[config.mk]
export PLATFORM = sky130hd
export DESIGN_NAME = pc_sequencer
export DESIGN_NICKNAME = d
export VERILOG_FILES = /design/src/rtl/pc_sequencer.sv
export SDC_FILE = /design/constraint.sdc
export NUM_CORES = 1
export LEC_CHECK = 0
export CAP_MARGIN = 0
export CORE_UTILIZATION = 37
export CTS_CLUSTER_SIZE = 24
export DETAILED_ROUTE_END_ITERATION = 6
export PLACE_DENSITY_LB_ADDON = 0.25
export REMOVE_ABC_BUFFERS = 1
export SYNTH_ARGS = -nofsm -noshare
export SYNTH_HDL_FRONTEND = slang
export SYNTH_SLANG_ARGS = --single-unit
export TNS_END_PERCENT = 1
[constraint.sdc]
create_clock -name clk -period 1.45 [get_ports clk]
set_input_delay 0.145 -clock clk [delete_from_list [all_inputs] [get_ports clk]]
set_output_delay 0.145 -clock clk [all_outputs]
set_load 0.05 [all_outputs]
[src/rtl/pc_sequencer.sv]
// pc_sequencer: program-counter controller for the single-cycle core.
// Owns the D-bit fetch address and sequences start, stall, taken branches
// (with a one-cycle flush indication) and halt.
//
// Ports:
//   clk          rising-edge clock
//   reset_n      synchronous active-low reset
//   start        begin execution (sampled only in IDLE/HALTED)
//   stall        freeze PC, FSM and flush this cycle (RUN only)
//   branch_en    current instruction is a branch
//   branch_take  branch condition true (ignored unless branch_en)
//   branch_idx   LUT index for the branch target
//   halt_req     current instruction is the halt instruction
//   lut_addr     index to the branch-target LUT (copy of branch_idx)
//   lut_target   absolute target returned by the LUT, same cycle
//   prog_ctr     current fetch address (registered)
//   flush        high for one cycle after a taken branch (registered)
//   busy         high in RUN
//   done         high in HALTED
module pc_sequencer #(
    parameter int unsigned D        = 10,
    parameter int unsigned A        = 4,
    parameter logic [D-1:0] START_PC = '0
) (
    input  logic         clk,
    input  logic         reset_n,
    input  logic         start,
    input  logic         stall,
    input  logic         branch_en,
    input  logic         branch_take,
    input  logic [A-1:0] branch_idx,
    input  logic         halt_req,
    output logic [A-1:0] lut_addr,
    input  logic [D-1:0] lut_target,
    output logic [D-1:0] prog_ctr,
    output logic         flush,
    output logic         busy,
    output logic         done
);

    typedef enum logic [1:0] {
        IDLE   = 2'd0,
        RUN    = 2'd1,
        HALTED = 2'd2
    } state_t;

    state_t state;

    // LUT is addressed directly from the decoder, independent of state.
    assign lut_addr = branch_idx;

    // busy/done are registered alongside state so they change on the same edge.
    always_ff @(posedge clk) begin
        if (!reset_n) begin
            state    <= IDLE;
            prog_ctr <= START_PC;
            flush    <= 1'b0;
            busy     <= 1'b0;
            done     <= 1'b0;
        end else begin
            unique case (state)
                IDLE, HALTED: begin
                    if (start) begin
                        state    <= RUN;
                        prog_ctr <= START_PC;
                        flush    <= 1'b0;
                        busy     <= 1'b1;
                        done     <= 1'b0;
                    end
                end
                RUN: begin
                    // Stalled cycles leave everything untouched, so a pending
                    // branch or halt is simply re-evaluated after the stall.
                    if (!stall) begin
                        if (halt_req) begin
                            state <= HALTED;
                            flush <= 1'b0;
                            busy  <= 1'b0;
                            done  <= 1'b1;
                        end else if (branch_en && branch_take) begin
                            prog_ctr <= lut_target;
                            flush    <= 1'b1;
                        end else begin
                            prog_ctr <= prog_ctr + D'(1);
                            flush    <= 1'b0;
                        end
                    end
                end
                default: begin
                    state    <= IDLE;
                    prog_ctr <= START_PC;
                    flush    <= 1'b0;
                    busy     <= 1'b0;
                    done     <= 1'b0;
                end
            endcase
        end
    end

endmodule

Word-level counts from Yosys, hierarchy flattened
Index checks and enable logic that the tools add are counted.

Register bits: 15. Latch bits: 0. Bits in writable memories: 0. Memory bits (read-only): 0. Output and inout bits: 17. Logic and storage cells: 39. Memories: 0.

Add/subtract/negate cells: 1. $mul: 0. Divide/modulo/power cells: 0. Magnitude comparators: 0. Equal/unequal tests: 6. Shift operators: 0. Muxes and demuxes: 21. Bitwise operators: 0. Reductions and logical operators: 6.

Operators by type and width (count): $mux W10 (4); $pmux W10 S2 (1); $add A10 B1 Y10 const B (1); $mux W1 (9); $ne A2 B2 Y1 const B (4); $mux W2 (3); $pmux W1 S2 (3); $reduce_and A3 Y1 (2); $pmux W2 S2 (1); $eq A2 B1 Y1 const B (1); $eq A2 B2 Y1 const B (1); $logic_not A2 Y1 (1); $reduce_and A2 Y1 (1); $reduce_or A2 Y1 (1); $logic_and A1 B1 Y1 (1).

Logic depth before layout (Yosys ltp)
Depth after elaboration: 5. Depth in mapped cells: 5. Depth with buffers taken out: 5.

Least setup slack after synthesis
OpenSTA, ideal clock, no wires.

Kind: flip-flop to flip-flop. Start: register prog_ctr[0]. End: register prog_ctr[6]. Setup time: 76 ps. Arrival time: 1770 ps. Required time: 1374 ps. Setup slack: -395 ps. Stages on the path, launching flop included: 6. Path through: dfxtp_1 > ha_1 > nand3_1 > or3_1 > o31a_1 > o22ai_1.

Word-level cells in the longest chain between the ends: 5.

RTL lines: from (decl) (RTL line 35) `output logic [D-1:0] prog_ctr,`; from (signal assigned) (RTL line 81) `prog_ctr <= lut_target;`; from (signal assigned) (RTL line 84) `prog_ctr <= prog_ctr + D'(1);`; $add A10 B1 Y10 (RTL line 84); $mux W10 (RTL line 80) `end else if (branch_en && branch_take) begin`; $mux W10 (RTL line 75) `if (halt_req) begin`; $mux W10 (RTL line 74) `if (!stall) begin`; $pmux W10 S2 (RTL line 61) `unique case (state)`.

No other way between the ends. The select of a mux whose other input is x is not followed. A chain may end at the register's enable or synchronous reset.

Worst setup path after layout
Ends and elaborated chain as after synthesis.

==> flow_summary.toml <==
[outcome]
status = "finished clean"

[place]
place_ws_ns = -0.217
gp_congestion = 0.794
hpwl_mm = 1.73
numPortBuffers = 29

[synth]
yosysTopAreaCell = "dfxtp_1"
yosys_warnings = 0
synth-seq-area-share_pct = 35.0
syn_avg_cell_area_sq_um = 8.17
ys_ff_latch = 15
yosysTopAreaCellShare_pct = 35.0
synthCells = 105
yosys-top-cells-area = "dfxtp_1, o22ai_1, nand2_1"
synth_area_sq_um = 858
ys_types = 32

[sta]
setup_slack_ns = 0.0450
maxSlewViolCount = 0
fmax_mhz = 712
hold_violations = 0
final.min_clock_period_ns = 1.40
worstMarginPinSlew_ns = 0.322
setup_violations = 0
skew_ns = 0.00463
rsz0062_at_grt = "false"
period_share_pct = 96.9
slew_headroom_pct = 78.5

[setup_path]
critPathCaptureType = "flop"
worstPathRequired_ns = 1.68
crit_start = "prog_ctr[0]"
cp_max_fo = 2
crit_arrival_ns = 1.63
reg2reg_from = "prog_ctr[0]"
critPathKind = "flop to flop"
cp-start-kind = "flop"

[cts]
cts_sinks = 15
clk_pin_slew_worst_paths_ns = 0.10
cts_root_buffer = "clkbuf_4"
cts_tree = "yes"
numCtsBuffers = 3
post_cts_buffers = 0
clock_path_buffers = 2
clk-insertion-delay-late_ns = 0.29
cts_max_level = 1

[die]
initial_core_util_pct = 39.2
io_pins = 38
num_rows = 17
die_x_microns = 50.2
core_sq_um = 2190
die-area_sq_um = 2520
chipHeight_microns = 50.2

[hold_path]
hold_path_class = "primary input to output pin"
hp-start = "branch_idx[2]"

[job]
drv_cap = 0

[routing]
via_count = 950
ant_nets = 0
vias_per_cell = 5.37
drt_iter0_markers = 21
wirelength_mm = 2.34
drc = 0
dr.pass1.iters = 4
wl_per_cell_microns = 13.2

[final_layout]
multi_input_area_sq_um = 504
area_growth_pct = 57.3
seq_area_sq_um = 305
diodes = 0
finalNetCount = 172
drive_gt1_share_pct = 29.5
fill_cells = 188

[power]
p_total_mw = 0.906
power_density_nw_per_um2 = 671
leakage_nw = 0.549
vdd_ir_drop_max_mv = 0.662

[grt]
grt_pass1_vias = 809
grt_max_degree = 15
grt_use_total_pct = 18.8
grt_pass1_wl_mm = 3.51
antenna_found_initial = 0
grt.overflow.total = 0
sequential cells by signal (all words and copies together) (netlist names):
name      cells
prog_ctr     10
done          1
flush         1
state         2
busy          1
cell type report:
type | instances | share of cell area, %
Tap cell | 28 | 2.60
Clock buffer | 3 | 1.67
Multi-Input combinational cell | 77 | 37.3
Clock inverter | 1 | 0.371
Timing Repair Buffer | 47 | 33.7
Inverter | 6 | 1.67
Sequential cell | 15 | 22.6
worst max-delay path: stages, from the launching register on:
cell     delay (ns)
dfxtp_2        0.35
ha_1           0.16
nand3_1        0.10
or3_4          0.35
o31a_1         0.24
o22ai_1        0.13
Yosys cell counts:
cell type	instances
mux2i_1	1
nand3_1	4
nor2_1	3
nand4_1	2
o22ai_1	7
o31a_1	3
dfxtp_1	15
or3_1	1
nor3_1	4
and2_1	2
nor2b_1	4
clkbuf_1	3
a221o_1	1
a21bo_2	1
a21oi_1	8
or4b_4	1
a22o_1	3
and2b_1	1
nand2b_1	1
and4_1	1
inv_1	6
nor3b_1	1
a22oi_1	5
nor2_8	1
nand2_1	11
and3_1	3
o31ai_1	2
buf_4	4
o2bb2ai_1	1
o21a_1	1
ha_1	1
o21ai_0	3
placed cells by master, fill, tap and decap left out, drive strengths merged:
master / netlist / layout
a21bo: 1 / 1
a21oi: 8 / 8
a221o: 1 / 1
a22o: 3 / 3
a22oi: 5 / 5
and2: 2 / 2
and2b: 1 / 1
and3: 3 / 3
and4: 1 / 1
buf: 4 / 31
clkbuf: 3 / 3
clkdlybuf4s50: 0 / 16
clkinv: 0 / 1
dfxtp: 15 / 15
ha: 1 / 1
inv: 6 / 6
mux2i: 1 / 1
nand2: 11 / 11
nand2b: 1 / 1
nand3: 4 / 4
nand4: 2 / 2
nor2: 4 / 4
nor2b: 4 / 4
nor3: 4 / 4
nor3b: 1 / 1
o21a: 1 / 1
o21ai: 3 / 3
o22ai: 7 / 7
o2bb2ai: 1 / 1
o31a: 3 / 3
o31ai: 2 / 2
or3: 1 / 1
or4b: 1 / 1
metal layers:
| metal | vias up | GRT usage (%) | share of wire (%) |
|---|---|---|---|
| li1 | 479 | - | - |
| met1 | 431 | 23.0 | 43 |
| met2 | 38 | 30.9 | 50 |
| met3 | 2 | 5.15 | 6.4 |
| met4 | 0 | 7.14 | 0.68 |
| met5 | - | 0 | 0 |
logic make-up (layout without fill, tap and decap cells):
kind of cell             Yosys count  count (layout)  share of synthesized area, %
AND/OR/NAND/NOR                   40              40                          27.0
AO/OA/AOI/OAI                     35              35                          28.0
flip-flops                        15              15                          35.0
buffers and inverters             13              57                          7.43
adder cells (fa/ha/maj)            1               1                          1.46
multiplexers                       1               1                          1.17
per-stage QoR:
stage          cell area, sq um  hold WS [ns]  setup TNS, ns  util, %  cells
2_1_floorplan               817         0.269         -0.871        -     98
3_3_place_gp               1310         0.290          -1.39     59.7    173
3_5_place_dp               1310         0.290          -1.61     59.7    173
4_1_cts                    1340         0.290              0     61.1    177
5_1_grt                    1350         0.290              0     61.6    177
6_report                   1350         0.290              0     61.6    177
path summary, 6_finish.rpt:
check	end	slack [ns]	cells past startpoint
setup / recovery	prog_ctr[6]	0.05	5
hold / removal	lut_addr[2]	0.29	0
setup reg to reg	prog_ctr[6]	0.05	5
hold reg to reg	flush	0.47	2
power by group:
group / internal [mW] / leakage (nW) / total, mW / switching (mW)
combinational: 0.116 / 0.408 / 0.221 / 0.105
clock: 0.103 / 0.0177 / 0.253 / 0.150
sequential: 0.424 / 0.124 / 0.433 / 0.00906
what timing repair did:
action,CTS,global route
endpoints found under the setup margin,2,3
resized for setup,2,4
pin swaps,0,3
hold buffers,0,0
(Power assumes the default switching activity.)
==> variant 1 (same settings) <==
Change the parameter `A` from 4 to 3.
--- a/src/rtl/pc_sequencer.sv
+++ b/src/rtl/pc_sequencer.sv
@@ -19,7 +19,7 @@
 //   done         high in HALTED
 module pc_sequencer #(
     parameter int unsigned D        = 10,
-    parameter int unsigned A        = 4,
+    parameter int unsigned A        = 3,
     parameter logic [D-1:0] START_PC = '0
 ) (
     input  logic         clk,
Ports: changed (resized branch_idx and lut_addr); port bits go from 38 to 36. No check against the original RTL was run, so the function may have changed too.
==> variant 1 against the original RTL <==
Cell area increased by 3.6%. Critical endpoint unchanged. Largest cell class unchanged. Sequential cell count unchanged. Setup slack improved by 0.0024 ns. Utilization increased by 6.2 points. Area after synthesis decreased by 0.87%. Wire length increased by 4.9%. Via count increased by 6.0%. Total power decreased by 0.25%.
==> variant 1: results (changes against the original RTL) <==
status: completed
RePlAce Congestion: 0.795 (+0.15%)
Arrival @ worst endpoint: 1.61 ns (-0.02 ns)
Tot GR Track Use: 20.7% (+1.9 points)
via count: 1007 (+6.0%)
Synth area leaders: dfxtp_1, o22ai_1, nand2_1
Hold Path Class: primary input to primary output
static leakage: 0.561 nW (+2.1%)
Yosys cell types: 32 (unchanged)
P_int: 0.644 mW (+0.37%)
layout net count: 173 (+0.58%)
Worst-Skew Late Latency: 0.29 ns (about the same)
hold path startpoint: branch_idx[0]
vias in the first global route: 877 (+8.4%)
largest registers: prog_ctr (10), state (2)
FF-to-FF path depth: 5 (unchanged)
clock buffer depth: 2 (unchanged)
reg2reg setup slack: 0.05 ns
commonest cells in the synthesized netlist: dfxtp_1, nand2_1, a21oi_1, o22ai_1, inv_1
VDD IR-drop max: 449 uV (-32%)
Worst Hold Path EP: lut_addr[0]
smallest hold slack: 0.290 ns (+0.000133 ns)
Worst Hold Depth: 0 (unchanged)
CP startpoint: prog_ctr[0]$_SDFFE_PN0P_
first-pass GRT wire length: 3.90 mm (+11%)
initial drt markers: 42 (+100%)
largest net degree at the start of global routing: 15 (unchanged)
Yosys warning count: 0 (unchanged)
dpl ws: -0.253 ns (-0.0359 ns)
clk slew on worst S/H paths: 0.10 ns (about the same)
Inserted Clock Buffers: 3 (unchanged)
sequential area share after synthesis: 35.3% (+0.31 points)
drt pass-1 iters: 4 (unchanged)
n_diodes: 0 (unchanged)
share of cells above drive strength 1: 31.1% (+1.6 points)
critical path fanouts, max: 2 (unchanged)
Crit Reg-Reg Endpoint: prog_ctr[6]$_SDFFE_PN0P_
relative slew slack: 79.2% (+0.74 points)
# Post-CTS Setup Buffers: 0 (unchanged)
Port Buffer Count: 29 (unchanged)
DP Area: 1330 um2 (+2.0%)
Async S/R FF share, synth: 0% (unchanged)
Fill cells: 173 (-8.0%)
antenna violations before repair: 0 (unchanged)
Clock Root Buffer: clkbuf_4
final WL: 2.46 mm (+4.9%)
final clock skew: 0.0112 ns (+0.00653 ns)
hpwl dp: 1.84 mm (+5.9%)
htree depth: 1 (unchanged)
[variant 1: changes by cell type after synthesis, sizes merged]
cell	before	now
buf	4	3
[variant 1: metrics by stage]
step / cells / power (mW)
finish: 178 / 0.904
global route: 178 / 0.956
CTS: 178 / 0.904
detailed placement: 174 / 0.662
global placement: 174 / 0.658
floorplan: 98 / 0.545
[variant 1: kinds of logic (layout without fill, tap and decap cells)]
family,Yosys count,in the layout,synth area share (%)
AND/OR/NAND/NOR,40,40,27.2
AO/OA/AOI/OAI,35,35,28.2
flip-flops,15,15,35.3
buffers and inverters,12,59,6.62
adder cells (fa/ha/maj),1,1,1.47
multiplexers,1,1,1.18
[variant 1: area by class of cell]
cell class,instances,area (um2),area share [%]
Clock buffer,3,22.5,1.61
Clock inverter,1,5.00,0.358
Inverter,6,22.5,1.61
Multi-Input combinational cell,77,522,37.3
Sequential cell,15,307,21.9
Tap cell,27,33.8,2.42
Timing Repair Buffer,49,487,34.8
[variant 1: worst max-delay path by stage]
stage / to / slack [ns] / depth (start not counted)
2_1_floorplan: prog_ctr[6]$_SDFFE_PN0P_ / -0.40 / 5
3_3_place_gp: prog_ctr[9]$_SDFFE_PN0P_ / -0.21 / 5
3_5_place_dp: prog_ctr[9]$_SDFFE_PN0P_ / -0.25 / 5
4_1_cts: prog_ctr[2]$_SDFFE_PN0P_ / 0.0003 / 4
5_1_grt: prog_ctr[2]$_SDFFE_PN0P_ / -0.02 / 4
6_report: prog_ctr[6]$_SDFFE_PN0P_ / 0.05 / 5
[variant 1: critical path: stages (launching register included)]
cell and delay, ns:
dfxtp_4 0.38, ha_4 0.14, nand3_2 0.09, or3_4 0.34, o31a_1 0.24, o22ai_1 0.13
[variant 1: layer usage]
layer  track usage (%)  wire (um)
met5                 0          0
met4              8.10         62
met3              3.40        120
met2              34.5       1200
met1              26.3       1080
[variant 1: power by group through the flow]
stage / registers, mW / clock network (mW) / logic, mW
3_3_place_gp: 0.440 / 0 / 0.218
3_5_place_dp: 0.440 / 0 / 0.222
4_1_cts: 0.431 / 0.249 / 0.223
5_1_grt: 0.433 / 0.280 / 0.244
2_1_floorplan: 0.466 / 0 / 0.0789
6_report: 0.431 / 0.247 / 0.226
[variant 1: timing repair]
action | in CTS | in global routing
gates resized for setup | 2 | 8
setup endpoints to repair | 1 | 8
pin swaps | 0 | 3
==> variant 2 (config.mk and constraints unchanged) <==
Without the edit above. Re-encode `state_t` (3 states) as one-hot, 3 bits wide.
--- a/src/rtl/pc_sequencer.sv
+++ b/src/rtl/pc_sequencer.sv
@@ -38,10 +38,10 @@
     output logic         done
 );
 
-    typedef enum logic [1:0] {
-        IDLE   = 2'd0,
-        RUN    = 2'd1,
-        HALTED = 2'd2
+    typedef enum logic [2:0] {
+        IDLE   = 3'b001,
+        RUN    = 3'b010,
+        HALTED = 3'b100
     } state_t;
 
     state_t state;
Formal check against the unedited RTL: no difference found for any inputs over 10 cycles, from zero or initial values and one cycle with reset_n low; not proved beyond that.
==> variant 2 against the original RTL <==
Total power is 9.8% higher. Highest routed layer unchanged. Setup slack better by 0.011 ns. Area after synthesis is 25% higher. Hold slack stayed put. Sequential cell count stayed put. Cell area is 24% higher. Clock skew is 0.0010 ns lower. Wire length is 24% higher.
==> variant 2: results (changes against the original RTL) <==
commonest cells in the synthesized netlist: dfxtp_1, nand2_1, nor2_1, o21ai_1
htree depth: 1 (unchanged)
Post-Layout Cell Count: 202 (+14%)
DP Area: 1580 um2 (+21%)
Worst-Skew Late Latency: 0.28 ns
critical path fanouts, max: 5 (+3)
layout net count: 194 (+13%)
drt via density: 5.73 (+6.8%)
Arrival @ worst endpoint: 1.60 ns (-0.03 ns)
status: completed
vias in the first global route: 1096 (+35%)
largest net degree at the start of global routing: 14 (-1)
Synth Flop Type: dfxtp_1
Yosys cell types: 53 (+66%)
first-pass GRT wire length: 4.81 mm (+37%)
Port Buffer Count: 29 (unchanged)
Worst Hold Depth: 0 (unchanged)
switching share of total power: 30.4% (+1.2 points)
clk slew on worst S/H paths: 0.09 ns
Inserted Clock Buffers: 3 (unchanged)
Yosys warning count: 0 (unchanged)
Tot GR Track Use: 19.4% (+0.60 points)
clock buffer depth: 2 (unchanged)
Clock Root Buffer: clkbuf_4
largest registers: prog_ctr (10), state (2)
RePlAce Congestion: 0.793 (-0.14%)
Comb power frac: 31.0% (+6.6 points)
FF-to-FF path depth: 4 (-1)
dpl ws: -0.178 ns (+0.0396 ns)
share of cells above drive strength 1: 36.8% (+7.3 points)
mean routed wirelength per cell: 14.4 um (+8.7%)
antenna violations before repair: 0 (unchanged)
VDD IR-drop max: 452 uV (-32%)
hpwl dp: 2.26 mm (+31%)
initial drt markers: 20 (-4.8%)
Power Total: 0.995 mW (+9.8%)
Inst Count DP: 197 (+14%)
Hold-fix buffers, CTS: 0 (unchanged)
final clock skew: 0.00359 ns (-0.00104 ns)
Hold Path Class: primary input to primary output
Seq pwr share: 44.9% (-2.9 points)
Gate Count Post-Synth: 125 (+19%)
Slowest-stage cell, CP: or4b_4
Synth area leaders: dfxtp_1, nand2_1, o2111ai_1
CP max stage delay: 0.56 ns (+0.21 ns)
static leakage: 0.603 nW (+9.8%)
drt pass-1 iters: 4 (unchanged)
sequential area share after synthesis: 27.9% (-7.1 points)
Async S/R FF share, synth: 0% (unchanged)
setup TNS: 0 ns (unchanged)
Top delay family on crit path: simple AND/OR/NAND/NOR gates
Least-Margin Pin Slew: 0.439 ns (+0.117 ns)
post-route ant nets: 0 (unchanged)
n_diodes: 0 (unchanged)
==> variant 2: layer usage <==
| metal | wire length [um] | vias up | track usage [%] |
|---|---|---|---|
| met1 | 1240 | 543 | 22.0 |
| li1 | - | 575 | - |
| met5 | 0 | - | 0 |
| met2 | 1460 | 32 | 35.6 |
| met4 | 70 | 0 | 7.32 |
| met3 | 135 | 8 | 3.72 |
==> variant 2: path summary, 6_finish.rpt <==
path / startpoint / to / slack (ns)
worst max-delay path: state[0]$_SDFFE_PN1P_ / prog_ctr[3]$_SDFFE_PN0P_ / 0.06
worst max register to register: state[0]$_SDFFE_PN1P_ / prog_ctr[3]$_SDFFE_PN0P_ / 0.06
worst min-delay path: branch_idx[2] / lut_addr[2] / 0.29
worst min register to register: flush$_SDFFE_PN0P_ / flush$_SDFFE_PN0P_ / 0.52
==> variant 2: what timing repair did <==
item / in CTS / in global routing
hold endpoints to repair: 0 / 0
pin swaps: 2 / 1
setup endpoints to repair: 4 / 7
gates resized for setup: 3 / 10
setup buffers: 0 / 1
==> variant 2: cells by family after synthesis <==
group | Yosys count | share of synthesized area [%]
XOR/XNOR | 1 | 0.814
buffers and inverters | 15 | 10.2
flip-flops | 15 | 27.9
adder cells (fa/ha/maj) | 1 | 1.16
AND/OR/NAND/NOR | 50 | 29.9
AO/OA/AOI/OAI | 42 | 29.0
multiplexers | 1 | 1.05
==> variant 2: final cells by class <==
type,instances,area [um2]
Clock buffer,4,26.3
Fill cell,242,1090
Inverter,3,11.3
Multi-Input combinational cell,95,721
Sequential cell,15,304
Tap cell,31,38.8
Timing Repair Buffer,54,571
==> variant 2: worst reg2reg max path: stages (launching register included) <==
cell and delay [ns]:
dfxtp_2 0.36, or4b_4 0.56, o31ai_4 0.10, o21ai_2 0.13, o22ai_1 0.17
